===== src/rtl/fetch_hazard_ctrl.sv =====
`default_nettype none
// ============================================================================
// Module   : fetch_hazard_ctrl
// Brief    : Front-end stall/flush/redirect control with a 2-bit BHT predictor
//            and a load-use hold FSM. Optional macro BHT_BYPASS_EN forwards a
//            same-cycle BHT update to if_take.
// Revision : 1.0
// ============================================================================
module fetch_hazard_ctrl #(
    parameter int BHT_ENTRIES     = 16,
    parameter int LU_STALL_CYCLES = 1
) (
    input  logic        clk,
    input  logic        reset,
    input  logic [31:0] if_pc,
    input  logic [4:0]  id_rs1,
    input  logic [4:0]  id_rs2,
    input  logic        id_uses_rs1,
    input  logic        id_uses_rs2,
    input  logic        id_jump,
    input  logic        ex_mem_read,
    input  logic [4:0]  ex_rd,
    input  logic        ex_branch,
    input  logic        ex_taken,
    input  logic        ex_pred_taken,
    input  logic [31:0] ex_pc,
    output logic        if_take,
    output logic        pc_stall,
    output logic        if_id_stall,
    output logic        if_id_flush,
    output logic        id_ex_bubble,
    output logic [1:0]  redirect_sel,
    output logic [15:0] mispredict_cnt
);

    localparam int          c_IDX_W   = $clog2(BHT_ENTRIES);
    localparam int          c_CNT_W   = 3;
    localparam logic [2:0]  c_LU_INIT = 3'(LU_STALL_CYCLES - 1);

    typedef enum logic [0:0] {
        ST_RUN   = 1'b0,
        ST_STALL = 1'b1
    } state_t;

    state_t               r_state, w_state_nxt;
    logic [c_CNT_W-1:0]   r_cnt, w_cnt_nxt;
    logic [1:0]           r_bht [BHT_ENTRIES];
    logic [15:0]          r_mp_cnt;

    logic [c_IDX_W-1:0]   w_rd_idx, w_wr_idx;
    logic [1:0]           w_wr_cur, w_wr_val;
    logic                 w_mispredict, w_load_use, w_take;
    logic                 w_stall, w_flush, w_bubble;
    logic [1:0]           w_redir;
    logic                 w_unused_bits;

    assign w_rd_idx = if_pc[c_IDX_W+1:2];
    assign w_wr_idx = ex_pc[c_IDX_W+1:2];
    assign w_unused_bits = ^{if_pc[31:c_IDX_W+2], if_pc[1:0],
                             ex_pc[31:c_IDX_W+2], ex_pc[1:0]};

    assign w_mispredict = ex_branch && (ex_taken != ex_pred_taken);
    assign w_load_use   = ex_mem_read && (ex_rd != 5'd0) &&
                          ((id_uses_rs1 && (id_rs1 == ex_rd)) ||
                           (id_uses_rs2 && (id_rs2 == ex_rd)));

    // Saturating 2-bit counter step for the entry being trained
    assign w_wr_cur = r_bht[w_wr_idx];
    always_comb begin
        w_wr_val = w_wr_cur;
        if (ex_taken) begin
            if (w_wr_cur != 2'b11) w_wr_val = w_wr_cur + 2'b01;
        end else begin
            if (w_wr_cur != 2'b00) w_wr_val = w_wr_cur - 2'b01;
        end
    end

    always_comb begin
        w_take = r_bht[w_rd_idx][1];
`ifdef BHT_BYPASS_EN
        if (ex_branch && (w_wr_idx == w_rd_idx)) w_take = w_wr_val[1];
`endif
    end

    // Priority: mispredict, then stall (FSM hold or new load-use), then jump
    always_comb begin
        w_state_nxt = r_state;
        w_cnt_nxt   = r_cnt;
        w_stall     = 1'b0;
        w_flush     = 1'b0;
        w_bubble    = 1'b0;
        w_redir     = 2'd0;
        if (w_mispredict) begin
            w_flush     = 1'b1;
            w_bubble    = 1'b1;
            w_redir     = ex_taken ? 2'd1 : 2'd2;
            w_state_nxt = ST_RUN;
            w_cnt_nxt   = '0;
        end else if (r_state == ST_STALL) begin
            w_stall   = 1'b1;
            w_bubble  = 1'b1;
            w_cnt_nxt = r_cnt - 3'd1;
            if (r_cnt == 3'd1) w_state_nxt = ST_RUN;
        end else if (w_load_use) begin
            w_stall  = 1'b1;
            w_bubble = 1'b1;
            if (LU_STALL_CYCLES > 1) begin
                w_state_nxt = ST_STALL;
                w_cnt_nxt   = c_LU_INIT;
            end
        end else if (id_jump) begin
            w_flush = 1'b1;
            w_redir = 2'd3;
        end
    end

    always_ff @(posedge clk or posedge reset) begin
        if (reset) begin
            r_state <= ST_RUN;
            r_cnt   <= '0;
        end else begin
            r_state <= w_state_nxt;
            r_cnt   <= w_cnt_nxt;
        end
    end

    always_ff @(posedge clk or posedge reset) begin
        if (reset) begin
            for (int i = 0; i < BHT_ENTRIES; i++) r_bht[i] <= 2'b01;
        end else if (ex_branch) begin
            r_bht[w_wr_idx] <= w_wr_val;
        end
    end

    always_ff @(posedge clk or posedge reset) begin
        if (reset) begin
            r_mp_cnt <= '0;
        end else if (w_mispredict && (r_mp_cnt != 16'hFFFF)) begin
            r_mp_cnt <= r_mp_cnt + 16'd1;
        end
    end

    // Outputs are forced quiet for as long as reset is held
    assign if_take        = w_take   & ~reset;
    assign pc_stall       = w_stall  & ~reset;
    assign if_id_stall    = w_stall  & ~reset;
    assign if_id_flush    = w_flush  & ~reset;
    assign id_ex_bubble   = w_bubble & ~reset;
    assign redirect_sel   = reset ? 2'd0 : w_redir;
    assign mispredict_cnt = r_mp_cnt;

endmodule
`default_nettype wire


===== config.mk =====
export PLATFORM = sky130hd
export DESIGN_NAME = fetch_hazard_ctrl
export DESIGN_NICKNAME = d
export VERILOG_FILES = /design/src/rtl/fetch_hazard_ctrl.sv
export SDC_FILE = /design/constraint.sdc
export NUM_CORES = 1
export LEC_CHECK = 0
export ABC_AREA = 0
export BUFFER_PORTS_ARGS = -buffer_cell sky130_fd_sc_hd__buf_2
export CAP_MARGIN = 5
export CORE_UTILIZATION = 35
export CTS_CLUSTER_SIZE = 12
export DETAILED_ROUTE_END_ITERATION = 10
export HOLD_SLACK_MARGIN = 0.15
export MAX_ROUTING_LAYER = met4
export PLACE_DENSITY_LB_ADDON = 0.1
export SLEW_MARGIN = 10
export SYNTH_ARGS = -nofsm -noshare
export SYNTH_HDL_FRONTEND = slang
export SYNTH_SLANG_ARGS = --single-unit

===== constraint.sdc =====
create_clock -name clk -period 4.3 [get_ports clk]
set_input_delay 0.86 -clock clk [delete_from_list [all_inputs] [get_ports clk]]
set_output_delay 0.86 -clock clk [all_outputs]
set_load 0.1 [all_outputs]

==> results.yml <==
yosys:
  synth_enable_flop_cells: 0
  yosys.cell_types.count: 43
  synth_flop_cell: "dfrtp_1"
  synth_fp_nets: 388
  netlist_area_sq_um: 2977
  post_synth.cell_area_avg_sq_um: 10.02
  yosysSeqAreaShare: 0.4439
  syn_inst: 297
  synth_warnings: 0
  yosys_register_bits: 52
  post_synthesis_async_set_or_reset_flop_share: 1.000
timing:
  report.final.slew_viol_count: 0
  tns_ns: 0
  actual_slew_at_the_worst_max_slew_pin_ns: 0.6726
  max_freq_mhz: 289.2
  timing.final.crit_share: 0.8041
  final.hold.worst_slack_ns: 0.4756
  timing.final.hold_violations: 0
  setup-violations-final: 0
  maxSlewHeadroom: 0.5516
  setup_repair_after_global_routing_missed_its_margin: "no"
  timing.final.crit_period_ns: 3.458
  final.setup_skew_ns: 0.006078
  finalWorstSetupSlack_ns: 0.8423
placed_design:
  finalWeightedCongestion: 0.7508
  placedCellCount: 448
  buffer_ports.inserted: 54
  dp_hpwl_mm: 4.884
  detailedPlace.worstSlack_ns: 0.8223
run:
  max-cap-violations: 0
drt:
  detailedRoute.firstPassIterationCount: 4
  detail_route.iter0.violations: 120
  routed_wire_length_per_instance_um: 14.51
  finalWirelength_mm: 6.616
  antenna_violating_nets_post_route: 0
  avg_vias_per_cell: 5.022
  routed-via-count: 2290
  drc: 0
setup_path:
  crit_required_ns: 3.44
  reg2reg_to: "r_bht[14]"
  timing.reg2reg.worst_path_depth: 7
  critPathArrivalTime_ns: 2.60
  path_class: "in -> out"
  critical_path.max_fanout: 5
  regToRegStartpoint: "r_bht[27]"
  endpoint: "redirect_sel[1]"
  setup.worst_path.start: "ex_rd[2]"
  setup.worst_path.end_class: "primary output"
  crit_path_start_kind: "input pin"
  reg2reg_setup_slack_ns: 2.00
worst_hold_path:
  hold_path_class: "reg -> reg"
  hold_depth: 2
final_layout:
  num-nets-final: 441
  layout-drive-gt1-share: 0.3248
  area_delta_synth_final_pct: 15.43
  antennaDiodeCount: 0
  instances_no_fill: 456
clocking:
  post_cts.repair.setup_buffers: 0
  post_cts_repair_resize_count: 0
  ctsRootBufferMaster: "clkbuf_8"
  path_clk_slew_ns: 0.09
  clk_path_buf_depth: 2
  cts_num_sinks: 52
  post_cts_hold_buffer_count: 0
  clock_insertion_delay_worst_skew_ns: 0.30
  cts_tree: "done"
  cts_buffers: 5
  cts_max_level: 2
global_route:
  antenna_violations_before_repair: 0
  grt_first_pass_wirelength_mm: 10.74
  number_of_global_route_vias_before_repair: 2139
  grt.total_usage: 0.1618
  grt_overflow_total: 0
  grt_start_max_net_pins: 42
power:
  power.share.switching: 0.4018
  power.net_switching_mw: 0.6594
  cellPowerDensity_nw_per_um2: 477.7
  cell_internal_pwr_mw: 0.9819
  ir_drop_v: 0.0004067
  comb_power_share: 0.379
  power.static_leakage_nw: 1.464
  clockPowerShare: 0.177
  design_power_total_mw: 1.641
  p_seq_frac: 0.444
outcome:
  result_of_the_run: "completed"
floorplan:
  row_count: 33
  die-area_sq_um: 8877
  i_o_pin_total: 111
  die_height_um: 94.22
  coreArea_sq_um: 8217
  fp.dieW_um: 94.22
  initial_utilization: 0.3623
==> synthesized netlist by cell type (2+ instances only) <==
| cell | count | area share |
|---|---|---|
| xor2_1 | 8 | 0.024 |
| nor3_1 | 8 | 0.013 |
| xnor2_1 | 19 | 0.056 |
| clkbuf_1 | 3 | 0.0038 |
| buf_2 | 3 | 0.0050 |
| nand4_1 | 5 | 0.011 |
| dfrtp_1 | 36 | 0.30 |
| nand2b_1 | 3 | 0.0063 |
| nor2_1 | 40 | 0.050 |
| and2_1 | 3 | 0.0063 |
| dfstp_2 | 16 | 0.14 |
| buf_4 | 2 | 0.0050 |
| o32ai_1 | 2 | 0.0059 |
| ha_1 | 3 | 0.013 |
| o21ai_2 | 11 | 0.032 |
| and3_1 | 4 | 0.0084 |
| inv_1 | 9 | 0.011 |
| o31ai_1 | 4 | 0.010 |
| nor2b_1 | 3 | 0.0063 |
| mux4_2 | 13 | 0.098 |
| a21oi_1 | 19 | 0.032 |
| nand2_1 | 44 | 0.055 |
| nand3_1 | 10 | 0.017 |
| buf_6 | 3 | 0.011 |
| o21ai_0 | 8 | 0.013 |
==> layout make-up <==
type | count | area [sq um]
Multi-Input combinational cell | 225 | 1567
Timing Repair Buffer | 57 | 292.8
Tap cell | 105 | 131.4
Clock buffer | 8 | 90.09
Sequential cell | 52 | 1321
Fill cell | 829 | 4781
Inverter | 9 | 33.78
==> metal layers <==
| metal | routed length [um] | track usage |
|---|---|---|
| met5 | 0 | - |
| met4 | 64 | 0.03846 |
| met1 | 3208 | 0.2189 |
| met3 | 279 | 0.02670 |
| met2 | 3064 | 0.2536 |
==> stage by stage <==
| step | util | instance area (sq um) |
|---|---|---|
| 6_report | 0.4182 | 3436 |
| 5_1_grt | 0.4182 | 3436 |
| 4_1_cts | 0.4182 | 3436 |
| 3_5_place_dp | 0.4072 | 3346 |
| 3_3_place_gp | 0.4072 | 3346 |
| 2_1_floorplan | - | 2997 |
==> power by group through the flow <==
stage | clock network, mW | registers, mW | logic, mW
after detailed placement | 0 | 0.740 | 0.628
after global routing | 0.321 | 0.750 | 0.670
final | 0.290 | 0.729 | 0.622
after CTS | 0.306 | 0.730 | 0.630
after floorplan | 0 | 0.877 | 0.355
after global placement | 0 | 0.736 | 0.622
==> cells in the final DEF (no fill, tap or decap), types with 4 or more instances in the layout <==
| cell | count |
|---|---|
| mux4_2 | 13 |
| dfstp_2 | 16 |
| clkbuf_8 | 6 |
| a21oi_1 | 19 |
| nand4_1 | 5 |
| dfrtp_1 | 36 |
| buf_2 | 54 |
| o21ai_0 | 8 |
| nor3_1 | 7 |
| and3_1 | 4 |
| inv_1 | 8 |
| o21ai_2 | 11 |
| xnor2_1 | 19 |
| nand2_1 | 44 |
| nor2_1 | 40 |
| nand3_1 | 10 |
| o31ai_1 | 4 |
| xor2_1 | 8 |
==> registers in the layout (all words and copies together), names as in the netlist <==
name	flops
r_bht	32
r_cnt	3
mispredict_cnt	16
r_state	1
==> critical path, cell delays in order <==
cell and delay, ns:
buf_2 0.12, xnor2_1 0.13, nand4_1 0.10, o22ai_1 0.09, a31oi_1 0.36, nand2_1 0.18, o32ai_2 0.28, buf_2 0.47
==> logic make-up (layout without fill, tap and decap cells) <==
logic type / after synthesis / after routing / share of synthesized area
DFF: 52 / 52 / 0.4439
and+or+nand+nor: 128 / 128 / 0.1963
AOI/OAI and AO/OA: 52 / 52 / 0.1215
xor gates and xnor gates: 27 / 27 / 0.07945
buffers and inverters: 20 / 74 / 0.03657
adders and majority gates: 4 / 4 / 0.01639
muxes: 14 / 14 / 0.1059
==> worst min-delay path by stage <==
stage,from,to,slack [ns]
2_1_floorplan,r_bht[0],r_bht[0],0.45
3_3_place_gp,r_bht[0],r_bht[0],0.46
3_5_place_dp,r_bht[22],r_bht[22],0.46
4_1_cts,r_bht[22],r_bht[22],0.48
5_1_grt,r_bht[0],r_bht[0],0.49
6_report,r_bht[0],r_bht[0],0.48
No activity file was read; power rests on OpenSTA's default activity.
